==> config.mk <==
export PLATFORM = sky130hd
export DESIGN_NAME = uart_tx_arbiter
export DESIGN_NICKNAME = d
export VERILOG_FILES = /design/src/rtl/uart_tx_arbiter.sv
export SDC_FILE = /design/constraint.sdc
export NUM_CORES = 1
export LEC_CHECK = 0
export ABC_AREA = 1
export CORE_MARGIN = 3
export CORE_UTILIZATION = 40
export DETAILED_ROUTE_END_ITERATION = 10
export GPL_TIMING_DRIVEN = 0
export PLACE_DENSITY = 0.79
export SKIP_LAST_GASP = 1
export SYNTH_ARGS = -nofsm -noshare
export SYNTH_HDL_FRONTEND = slang
export SYNTH_SLANG_ARGS = --single-unit
==> constraint.sdc <==
create_clock -name clk -period 1.4 [get_ports clk]
set_input_delay 0.14 -clock clk [delete_from_list [all_inputs] [get_ports clk]]
set_output_delay 0.14 -clock clk [all_outputs]
set_load 0.01 [all_outputs]
==> src/rtl/uart_tx_arbiter.sv <==
// Purpose: packet-granular round-robin arbiter sharing one UART transmitter among NUM_REQ byte producers.
// Latency: a request seen in IDLE launches on the next cycle when the transmitter is idle; bytes >= 2 cycles apart.
// Backpressure: holds in SEND while uart_tx_busy is high; one byte in flight, req_ready is the per-byte accept.
//
// Ports:
//   clk, resetn            system clock, synchronous active-low reset
//   req_valid/last/data    per-requester byte stream; data of requester i at [i*PAYLOAD_BITS +: PAYLOAD_BITS]
//   req_ready              one-hot, one-cycle accept of the granted requester's byte
//   uart_tx_en/data        one-cycle launch strobe and byte to the transmitter
//   uart_tx_busy           transmitter busy; rises at the latest the cycle after launch
//   grant_id, grant_active current (or last) granted requester, packet in progress
//   timeout_pulse          one-cycle flag when a stalled grant is forcibly released
//
// Optional feature: define UART_ARB_TIMEOUT_EN to build the mid-packet stall timeout
// (TIMEOUT_CYCLES). Without it, timeout_pulse is tied low and SEND waits forever.

module uart_tx_arbiter #(
  parameter int NUM_REQ        = 4,
  parameter int PAYLOAD_BITS   = 8,
  parameter int TIMEOUT_CYCLES = 1024
) (
  input  logic                            clk,
  input  logic                            resetn,
  input  logic [NUM_REQ-1:0]              req_valid,
  input  logic [NUM_REQ-1:0]              req_last,
  input  logic [NUM_REQ*PAYLOAD_BITS-1:0] req_data,
  output logic [NUM_REQ-1:0]              req_ready,
  output logic                            uart_tx_en,
  output logic [PAYLOAD_BITS-1:0]         uart_tx_data,
  input  logic                            uart_tx_busy,
  output logic [$clog2(NUM_REQ)-1:0]      grant_id,
  output logic                            grant_active,
  output logic                            timeout_pulse
);

  localparam int ID_W = $clog2(NUM_REQ);

  // Reject configurations the arbiter is not meant to support at elaboration time.
  if (NUM_REQ < 2 || NUM_REQ > 8 || PAYLOAD_BITS < 1 || TIMEOUT_CYCLES < 2) begin : g_bad_cfg
    $error("uart_tx_arbiter: unsupported parameter set");
  end

  typedef enum logic [1:0] {
    ST_IDLE  = 2'd0,
    ST_SEND  = 2'd1,
    ST_GUARD = 2'd2,
    ST_DRAIN = 2'd3
  } state_t;

  state_t          state;
  logic [ID_W-1:0] rr_ptr;
  logic            last_q;      // req_last of the byte currently in the transmitter

  logic            gnt_valid;
  logic            accept;
  logic [ID_W-1:0] grant_next;
  logic            pick_found;
  logic [ID_W-1:0] pick_id;
  logic [ID_W-1:0] scan_idx;

  // (base + k) mod NUM_REQ without relying on NUM_REQ being a power of two.
  function automatic logic [ID_W-1:0] wrap_add(input logic [ID_W-1:0] base, input int k);
    int s;
    s = int'(base) + k;
    if (s >= NUM_REQ) s = s - NUM_REQ;
    return ID_W'(s);
  endfunction

  assign gnt_valid  = req_valid[grant_id];
  assign grant_next = (grant_id == ID_W'(NUM_REQ - 1)) ? '0 : grant_id + ID_W'(1);

  // A byte transfers only in SEND, with the granted requester valid and the transmitter free.
  assign accept     = (state == ST_SEND) && gnt_valid && !uart_tx_busy;

  // Round-robin pick: first valid requester at or above rr_ptr, wrapping.
  always_comb begin
    pick_found = 1'b0;
    pick_id    = '0;
    scan_idx   = '0;
    for (int k = 0; k < NUM_REQ; k++) begin
      scan_idx = wrap_add(rr_ptr, k);
      if (!pick_found && req_valid[scan_idx]) begin
        pick_found = 1'b1;
        pick_id    = scan_idx;
      end
    end
  end

  // Launch-side outputs are decoded from registered state so the accept and
  // the launch land in the same cycle; everything is zero outside an accept.
  always_comb begin
    req_ready    = '0;
    uart_tx_en   = accept;
    uart_tx_data = '0;
    if (accept) begin
      req_ready[grant_id] = 1'b1;
      uart_tx_data        = req_data[grant_id*PAYLOAD_BITS +: PAYLOAD_BITS];
    end
  end

`ifdef UART_ARB_TIMEOUT_EN
  localparam int TO_W = $clog2(TIMEOUT_CYCLES + 1);
  logic [TO_W-1:0] stall_cnt;   // SEND cycles spent with the granted requester not valid
`endif

  always_ff @(posedge clk) begin
    if (!resetn) begin
      // Mid-packet reset abandons the packet; a byte already launched is not tracked.
      state        <= ST_IDLE;
      rr_ptr       <= '0;
      grant_id     <= '0;
      grant_active <= 1'b0;
      last_q       <= 1'b0;
`ifdef UART_ARB_TIMEOUT_EN
      stall_cnt     <= '0;
      timeout_pulse <= 1'b0;
`endif
    end else begin
`ifdef UART_ARB_TIMEOUT_EN
      timeout_pulse <= 1'b0;
`endif
      case (state)
        ST_IDLE: begin
          if (pick_found) begin
            grant_id     <= pick_id;
            grant_active <= 1'b1;
            state        <= ST_SEND;
`ifdef UART_ARB_TIMEOUT_EN
            stall_cnt    <= '0;
`endif
          end
        end

        ST_SEND: begin
          if (accept) begin
            last_q <= req_last[grant_id];
            state  <= ST_GUARD;
          end
`ifdef UART_ARB_TIMEOUT_EN
          else if (!gnt_valid) begin
            // Busy-only waits do not count; only a silent granted requester does.
            if (stall_cnt == TO_W'(TIMEOUT_CYCLES - 1)) begin
              timeout_pulse <= 1'b1;
              rr_ptr        <= grant_next;
              grant_active  <= 1'b0;
              state         <= ST_IDLE;
            end else begin
              stall_cnt <= stall_cnt + TO_W'(1);
            end
          end
`endif
        end

        // The transmitter may raise busy one cycle after launch; skip that cycle
        // so DRAIN never mistakes the pre-rise low for completion.
        ST_GUARD: state <= ST_DRAIN;

        ST_DRAIN: begin
          if (!uart_tx_busy) begin
            if (last_q) begin
              rr_ptr       <= grant_next;
              grant_active <= 1'b0;
              state        <= ST_IDLE;
            end else begin
              state <= ST_SEND;
`ifdef UART_ARB_TIMEOUT_EN
              stall_cnt <= '0;
`endif
            end
          end
        end

        default: state <= ST_IDLE;
      endcase
    end
  end

`ifndef UART_ARB_TIMEOUT_EN
  assign timeout_pulse = 1'b0;
`endif

endmodule

# [Yosys cells after proc, flatten, opt, wreduce, memory -nomap -nowiden]
# Cells that the tools add are included.
[totals] reg_bits=8 in_bits=43
[classes] n_reduce_logical=17 magnitude_cmp=10 shift=1 n_eq_ne=8 n_mux=38 n_addsub=8 bitwise=1
[op_table] op="indexed part select 32 x 6 -> 8 bit" n=1
[op_table] op="2-to-1 mux 2 bit" n=12
[op_table] op="less-than comparator 2 x 3 -> 1 bit, second input constant" n=5
[op_table] op="2-to-1 mux 1 bit" n=15
[op_table] op="binary-select mux 1 bit (select 2 bit)" n=6
[op_table] op="greater-or-equal comparator 3 bit, second input constant" n=3
[op_table] op="2-to-1 mux 8 bit" n=1
[op_table] op="!= test 2 bit, second input constant" n=4
[op_table] op="case mux 2 bit (4 select lines)" n=1
[op_table] op="subtractor 2 x 1 -> 2 bit, second input constant" n=4
[op_table] op="adder 2 x 2 -> 3 bit, second input constant" n=2
[op_table] op="equality test 2 bit, second input constant" n=3
[op_table] op="logical AND 1 bit" n=6
[op_table] op="AND reduction 3 bit" n=2
[op_table] op="zero test 1 bit" n=4
[op_table] op="2-to-1 mux 4 bit" n=1
[op_table] op="AND reduction 2 bit" n=2
[op_table] op="AND reduction 4 bit" n=1
[op_table] op="adder 2 x 1 -> 3 bit, second input constant" n=1
[op_table] op="greater-or-equal comparator 2 x 3 -> 1 bit, second input constant" n=1
[op_table] op="adder 2 x 1 -> 2 bit, second input constant" n=1
[op_table] op="demux 1 bit (select 2 bit)" n=1
[op_table] op="equality test 2 x 1 -> 1 bit, second input constant" n=1
[op_table] op="greater-or-equal comparator 2 x 1 -> 1 bit, second input constant" n=1
[op_table] op="4 further kinds" n=4

# [Longest topological paths before layout]
# Gate-level depths: netlist (run 1).
[depth] word_depth=16 ltp_mapped=12

# [Worst setup path after synthesis (run 1)]
# No wires, ideal clock.
[synth_path] kind="register to output" startpoint="register grant_id[0]" endpoint="output port uart_tx_data[1]" required_time_ns=1.260 path_stages_with_launch=7 slack_ns=-0.036 t_arrival_ns=1.296 path_cell_list="dfxtp_1 -> buf_4 -> nand2_1 -> nand3_2 -> nand4_4 -> clkbuf_1 -> a21oi_1"
[synth_between] elab_chain_len=5 word_cells_on_any_way=6 cone_classes="shift (1); mux (3); reduce/logical (2)"
[synth_lines] element="from (decl)" line_no="31" text="output logic [$clog2(NUM_REQ)-1:0] grant_id,"
[synth_lines] element="from (signal assigned)" line_no="125" text="grant_id <= pick_id;"
[synth_lines] element="parallel branches: the longest is 4 deep, another holds indexed part select 32 x 6 -> 8 bit"
[synth_lines] element="2-to-1 mux 8 bit (*)" line_no="95" text="if (accept) begin"
[synth_lines] element="to (decl)" line_no="29" text="output logic [PAYLOAD_BITS-1:0] uart_tx_data,"
# Every way passes the cells marked *. The select of a mux whose other input is x is not followed.

# [Final worst setup path (run 1)]
[layout_path] startpoint="register grant_id[0]" endpoint="output port uart_tx_data[3]"
# Same word-level chain as after synthesis.

==> results.sh, run 1 <==
export IMPL_number_of_antenna_violations_at_the_first_check_in_global_routing=0
export IMPL_cts_hold_buf=0
export IMPL_overflow=0
export IMPL_gp_congestion=0.8593
export IMPL_post_synth_cell_area_avg_um2=5.824
export IMPL_die_height_um=59.56
export IMPL_synth_flop_cell="sky130_fd_sc_hd__dfxtp_1"
export IMPL_rsz_0062_raised_after_global_routing="yes"
export IMPL_numCtsBuffers=3
export IMPL_route_met2_wl_um=1905
export IMPL_netlist_instances=197
export IMPL_clk_transition_reported_paths_ns=0.06
export IMPL_violated_checks="setup timing"
export IMPL_timing_critical_path_fanout_max=6
export IMPL_clock_path_buffers=2
export IMPL_drt_iter0_drc=73
export IMPL_worst_r2r_cell_count=12
export IMPL_setup_worst_path_start_class="register"
export IMPL_synth_top_area_share_pct=14.72
export IMPL_synth_cell_type_count=27
export IMPL_synth_seq_cells=8
export IMPL_final_setup_tns_ns=-2.291
export IMPL_drt_antenna_violating_nets=0
export IMPL_origin_of_the_worst_min_delay_path="grant_active"
export IMPL_clock_insertion_delay_worst_skew_ns=0.26
export IMPL_maxUsedRoutingLayer="met4"
export IMPL_max_ir_drop_vdd_v=0.001506
export IMPL_timing_critical_path_from="grant_id[0]"
export IMPL_crit_path_dat_ns=1.46
export IMPL_drt_drc_violations_left=0
export IMPL_clock_share_of_power_pct=7.6
export IMPL_seq_total_area_yosys_pct=13.96
export IMPL_worstReg2RegStart="rr_ptr[0]"
export IMPL_vias_in_the_first_global_route=1314
export IMPL_crit_path_end_kind="output port"
export IMPL_placed_area_um2=1765
export IMPL_pin_count_of_the_biggest_net_entering_global_routing=12
export IMPL_synth_cell_area_um2=1147
export IMPL_via_per_instance_ratio=5.037
export IMPL_area_growth_syn_to_layout_pct=73.50
export IMPL_required_ns=1.26
export IMPL_avgRoutedWirePerCell_um=13.80
export IMPL_fmax_mhz=623.6
export IMPL_hold_ws_ns=0.4719
export IMPL_synthesis_yosys_warnings=0
export IMPL_placement_rows=18
export IMPL_dr_total_vias=1501
export IMPL_crit_path_max_incr_delay_ns=0.38
export IMPL_report_final_hold_viol_count=0
export IMPL_final_max_slew_violation_count=0
export IMPL_status="finished, violations left"
export IMPL_synth_edff_count=0
export IMPL_wl_met1_um=1893
export IMPL_synth_net_count=248
export IMPL_hold_class="reg2reg"
export IMPL_sw_share_pct=46.95
export IMPL_die_width_um=59.56
export IMPL_gate_power_share_pct=75.8
export IMPL_library_cell_occupying_the_most_area_in_the_post_synthesis_netlist="sky130_fd_sc_hd__nor2_1"
export IMPL_async_flop_share_pct=0
export IMPL_critPathKind="reg2out"
export IMPL_finalSetupViolCount=15
export IMPL_post_synth_top_count_cell="sky130_fd_sc_hd__nor2_1"
export IMPL_cellPowerDensity_nw_per_um2=1191
export IMPL_routed_wl_um=4112
export IMPL_final_nets=321
export IMPL_synth_commonest_cells="45 x sky130_fd_sc_hd__nor2_1, 35 x sky130_fd_sc_hd__nand2_1, 20 x sky130_fd_sc_hd__inv_1"
export IMPL_seq_power_share_pct=16.5
export IMPL_global_route_usage_sum_pct=22.24
export IMPL_core_region_area_um2=2590
export IMPL_final_fill_count=211
export IMPL_worst_slack_ns=-0.2037
export IMPL_drtPass1Iterations=4
export IMPL_hold_path_depth=2
export IMPL_critical_path_top_cell_by_count="sky130_fd_sc_hd__buf_8"
export IMPL_min_period_over_period_pct=114.5
export IMPL_grt_first_pass_wirelength_um=6120
export IMPL_clock_sink_count=8
export IMPL_cap_viol_max_count=0
export IMPL_antennaDiodeCount=0
export IMPL_pre_cts_setup_slack_ns=-0.7817
export IMPL_fin_util_pct=76.86
export IMPL_path_cells="buf_8 > nand2_4 > nand3_4 > nand4_4 > buf_8 > buf_6 > a21oi_2 > buf_2"
export IMPL_place_hpwl_um=2883
export IMPL_port_buffers=58
export IMPL_start_util_pct=44.30
export IMPL_internal_power_w=0.001258
export IMPL_leading_cell_types_by_total_area_after_synthesis="sky130_fd_sc_hd__nor2_1 15%, sky130_fd_sc_hd__dfxtp_1 14%, sky130_fd_sc_hd__nand2_1 11%"
export IMPL_ioPinCount=60
export IMPL_finalWorstPathRequiredPeriod_ns=1.604
export IMPL_worst_path_max_delay_cell="sky130_fd_sc_hd__dfxtp_4"
export IMPL_cts_tree="done"
export IMPL_h_tree_depth=1
export IMPL_fp_dieArea_um2=3547
export IMPL_root_buf_cell="sky130_fd_sc_hd__clkbuf_4"
export IMPL_clock_skew_ns=0.005372
export IMPL_wl_met3_um=243
export IMPL_total_leakage_power_nw=0.9472
export IMPL_final_design_area_no_fill_um2=1991
export IMPL_drive_gt1_share_pct=29.48
export IMPL_switchingPower_w=0.001113
-- critical path: cells and delay by family, from the launching register on --
kind                   cells  cell delay [ns]
buffers and inverters      4             0.53
flip-flops                 1             0.38
AND/OR/NAND/NOR            3             0.19
AO/OA/AOI/OAI              1             0.09
-- cell type report --
| class | count | area [µm²] | share of cell area [%] |
|---|---|---|---|
| multi-input combinational | 158 | 938.4 | 47.14 |
| timing repair buffer | 68 | 626.9 | 31.49 |
| sequential | 8 | 171.4 | 8.611 |
| buffer | 9 | 98.84 | 4.965 |
| inverter | 22 | 95.09 | 4.777 |
| tap | 30 | 37.54 | 1.886 |
| clock buffer | 3 | 22.52 | 1.131 |
-- registers in the layout (all words and copies together) (netlist names) --
register and flops:
state 2, grant_id 2, rr_ptr 2, last_q 1, grant_active 1
-- final timing paths --
check	end	slack [ns]
max	uart_tx_data[3]	-0.20
min	grant_active	0.47
max reg2reg	state[0]	-0.01
min reg2reg	grant_active	0.47
-- metal layers --
| layer | vias up | GRT usage [%] |
|---|---|---|
| met5 | - | 0 |
| met4 | 0 | 4.114 |
| met3 | 11 | 4.357 |
| met2 | 47 | 36.19 |
| met1 | 668 | 30.59 |
| li1 | 775 | - |
-- timing repair --
item,4_1_cts,5_1_grt
pin swaps,6,7
gates cloned,0,1
setup endpoints to repair,18,20
hold endpoints to repair,0,0
gates resized for setup,88,28
setup buffers,9,0
-- cell families (layout without fill, tap and decap cells) --
kind of cell,after synthesis,in the layout,synth area share [%]
AND/OR/NAND/NOR,111,111,47.33
flip-flops,8,8,13.96
AO/OA/AOI/OAI,38,38,17.34
buffers and inverters,31,102,12.32
adder cells (fa/ha/maj),8,8,8.724
other,1,1,0.3268
-- cell usage in the layout (no fill, tap or decap), types with 2 or more instances in the layout --
cell type and n:
sky130_fd_sc_hd__clkdlybuf4s50_1 43, sky130_fd_sc_hd__nor2_1 42, sky130_fd_sc_hd__nand2_1 33, sky130_fd_sc_hd__inv_1 16, sky130_fd_sc_hd__buf_2 13, sky130_fd_sc_hd__o21ai_0 12, sky130_fd_sc_hd__nand2_2 10, sky130_fd_sc_hd__a21oi_1 9
sky130_fd_sc_hd__o21ai_1 8, sky130_fd_sc_hd__ha_1 7, sky130_fd_sc_hd__buf_4 7, sky130_fd_sc_hd__buf_6 6, sky130_fd_sc_hd__nand3_1 6, sky130_fd_sc_hd__nand2_4 5, sky130_fd_sc_hd__a21oi_2 5, sky130_fd_sc_hd__buf_8 3
sky130_fd_sc_hd__inv_2 3, sky130_fd_sc_hd__nand3_2 3, sky130_fd_sc_hd__nor2_2 3, sky130_fd_sc_hd__nand4_1 3, sky130_fd_sc_hd__clkbuf_4 3, sky130_fd_sc_hd__dfxtp_1 3, sky130_fd_sc_hd__dfxtp_2 3, sky130_fd_sc_hd__inv_4 2
sky130_fd_sc_hd__nand3_4 2, sky130_fd_sc_hd__nand4_4 2, sky130_fd_sc_hd__dfxtp_4 2
-- power groups by stage --
stage / Clock (W) / Sequential, W / Combinational [W]
2_1_floorplan: 0 / 0.000364 / 0.000892
3_3_place_gp: 0 / 0.000359 / 0.00135
3_5_place_dp: 0 / 0.000362 / 0.00136
4_1_cts: 0.000179 / 0.000376 / 0.00160
5_1_grt: 0.000192 / 0.000400 / 0.00198
6_report: 0.000181 / 0.000392 / 0.00180
-- metrics by stage --
stage / power (W) / instances
6_report: 0.002371 / 298
5_1_grt: 0.002574 / 298
4_1_cts: 0.002151 / 297
3_5_place_dp: 0.001723 / 285
3_3_place_gp: 0.001709 / 285
2_1_floorplan: 0.001256 / 197
(Power assumes the default switching activity.)
==> run 2, diff against run 1 <==
--- a/config.mk
+++ b/config.mk
@@ -6,11 +6,11 @@
 export NUM_CORES = 1
 export LEC_CHECK = 0
 export ABC_AREA = 1
-export CORE_MARGIN = 3
+export CORE_MARGIN = 1
 export CORE_UTILIZATION = 40
 export DETAILED_ROUTE_END_ITERATION = 10
 export GPL_TIMING_DRIVEN = 0
-export PLACE_DENSITY = 0.79
+export PLACE_DENSITY = 0.81
 export SKIP_LAST_GASP = 1
 export SYNTH_ARGS = -nofsm -noshare
 export SYNTH_HDL_FRONTEND = slang
==> run 2 against run 1 <==
  * The flow still finishes with violations (setup timing)
  * Routed wire length fell by 0.88%
  * Count of clock-buffer cells in the layout unchanged
  * Sequential power is 3% lower
  * Global-route usage increased by 3.3 points
  * Critical endpoint is now uart_tx_data[5]
  * Largest cell class unchanged
  * Highest routed layer unchanged
==> results.sh, run 2 (synthesized netlist as in run 1, its figures left out) <==
export IMPL_status="finished, violations left"
export IMPL_violated_checks="setup timing"
export IMPL_global_route_usage_sum_pct=25.55
export IMPL_crit_path_dat_ns=1.51
export IMPL_report_final_hold_viol_count=0
export IMPL_grt_first_pass_wirelength_um=6313
export IMPL_timing_critical_path_from="grant_id[0]"
export IMPL_antennaDiodeCount=0
export IMPL_worst_slack_ns=-0.2474
export IMPL_pre_cts_setup_slack_ns=-0.7828
export IMPL_layout_cells_most_common_list="42 x sky130_fd_sc_hd__nor2_1, 42 x sky130_fd_sc_hd__clkdlybuf4s50_1, 30 x sky130_fd_sc_hd__nand2_1"
export IMPL_pin_count_of_the_biggest_net_entering_global_routing=12
export IMPL_clock_path_buffers=2
export IMPL_required_ns=1.26
export IMPL_final_setup_tns_ns=-2.721
export IMPL_gp_congestion=0.8886
export IMPL_setup_worst_path_start_class="register"
export IMPL_cts_tree="done"
export IMPL_drt_iter0_drc=62
export IMPL_drtPass1Iterations=4
export IMPL_place_hpwl_um=2744
export IMPL_root_buf_cell="sky130_fd_sc_hd__clkbuf_4"
export IMPL_final_max_slew_violation_count=0
export IMPL_fp_dieArea_um2=3086
export IMPL_crit_path_end_kind="output port"
export IMPL_core_region_area_um2=2734
export IMPL_h_tree_depth=1
export IMPL_cellPowerDensity_nw_per_um2=1148
export IMPL_routed_wl_um=4076
export IMPL_drt_drc_violations_left=0
export IMPL_min_period_over_period_pct=117.7
export IMPL_vias_in_the_first_global_route=1341
export IMPL_numCtsBuffers=3
export IMPL_avgRoutedWirePerCell_um=13.54
export IMPL_origin_of_the_worst_min_delay_path="grant_active"
export IMPL_fin_util_pct=73.50
export IMPL_timing_critical_path_fanout_max=5
export IMPL_critPathKind="reg2out"
export IMPL_final_nets=323
export IMPL_largest_registers_in_the_final_layout="grant_id: 2 flops, rr_ptr: 2 flops, state: 2 flops"
export IMPL_area_growth_syn_to_layout_pct=75.14
export IMPL_port_buffers=58
export IMPL_finalSetupViolCount=15
export IMPL_overflow=0
export IMPL_finalWorstPathRequiredPeriod_ns=1.647
export IMPL_finalPower_w=0.002306
export IMPL_worstReg2RegStart="rr_ptr[0]"
export IMPL_fmax_mhz=607.0
export IMPL_die_width_um=55.56
export IMPL_hold_class="reg2reg"
export IMPL_drt_antenna_violating_nets=0
export IMPL_number_of_antenna_violations_at_the_first_check_in_global_routing=0
export IMPL_ioPinCount=60
export IMPL_placement_rows=19
export IMPL_dr_total_vias=1513
export IMPL_clock_insertion_delay_worst_skew_ns=0.26
export IMPL_clk_transition_reported_paths_ns=0.06
export IMPL_via_per_instance_ratio=5.027
export IMPL_die_height_um=55.56
export IMPL_rsz_0062_raised_after_global_routing="yes"
export IMPL_max_ir_drop_vdd_v=0.001180
export IMPL_drive_gt1_share_pct=31.85
export IMPL_start_util_pct=41.97
export IMPL_clock_skew_ns=0.005165
export IMPL_total_leakage_power_nw=0.9612
export IMPL_hold_ws_ns=0.4693
export IMPL_cts_hold_buf=0
export IMPL_cap_viol_max_count=0
export IMPL_clock_sink_count=8
## run 2: worst max-delay path, cell delays in order (launching register included)
cell and delay [ns]:
sky130_fd_sc_hd__dfxtp_4 0.39, sky130_fd_sc_hd__buf_6 0.14, sky130_fd_sc_hd__nand2_4 0.05, sky130_fd_sc_hd__nand3_4 0.07
sky130_fd_sc_hd__nand4_4 0.09, sky130_fd_sc_hd__buf_8 0.14, sky130_fd_sc_hd__buf_6 0.12, sky130_fd_sc_hd__a21oi_2 0.10
sky130_fd_sc_hd__buf_2 0.14
## run 2: stage by stage
stage          cells  cell area [µm²]
2_1_floorplan    197             1147
3_3_place_gp     286             1767
3_5_place_dp     286             1767
4_1_cts          297             1884
5_1_grt          301             2009
6_report         301             2009
## run 2: path summary, 6_finish.rpt
kind	cells past startpoint	end	slack [ns]
worst min-delay path	2	grant_active	0.47
worst max register to register	12	state[0]	-0.01
worst min register to register	2	grant_active	0.47
worst max-delay path	8	uart_tx_data[5]	-0.25
## run 2: power breakdown
group          total (W)  switching, W  internal (W)
clock           0.000190     0.0000910     0.0000990
sequential      0.000381     0.0000735      0.000308
combinational    0.00174      0.000949      0.000786
## run 2: what timing repair did
action	4_1_cts	5_1_grt
endpoints found under the setup margin	20	21
buffers inserted	8	4
gates resized for setup	86	30
pin swaps	6	7
## run 2: per-layer routing
metal	vias to the layer above	wire [µm]	global-route usage (%)
li1	776	-	-
met1	691	1843	35.11
met2	42	2004	39.76
met3	4	192	6.089
met4	0	36	7.143
met5	-	0	0
## run 2: layout make-up
type                    count  area, µm²
inverters                  22      92.59
plain buffers               9      85.08
flip-flops and latches      8      168.9
multi-input cells         158      964.7
repair buffers             70      636.9
clock buffers               3      22.52
fillers                   229      724.4
well taps                  31      38.79
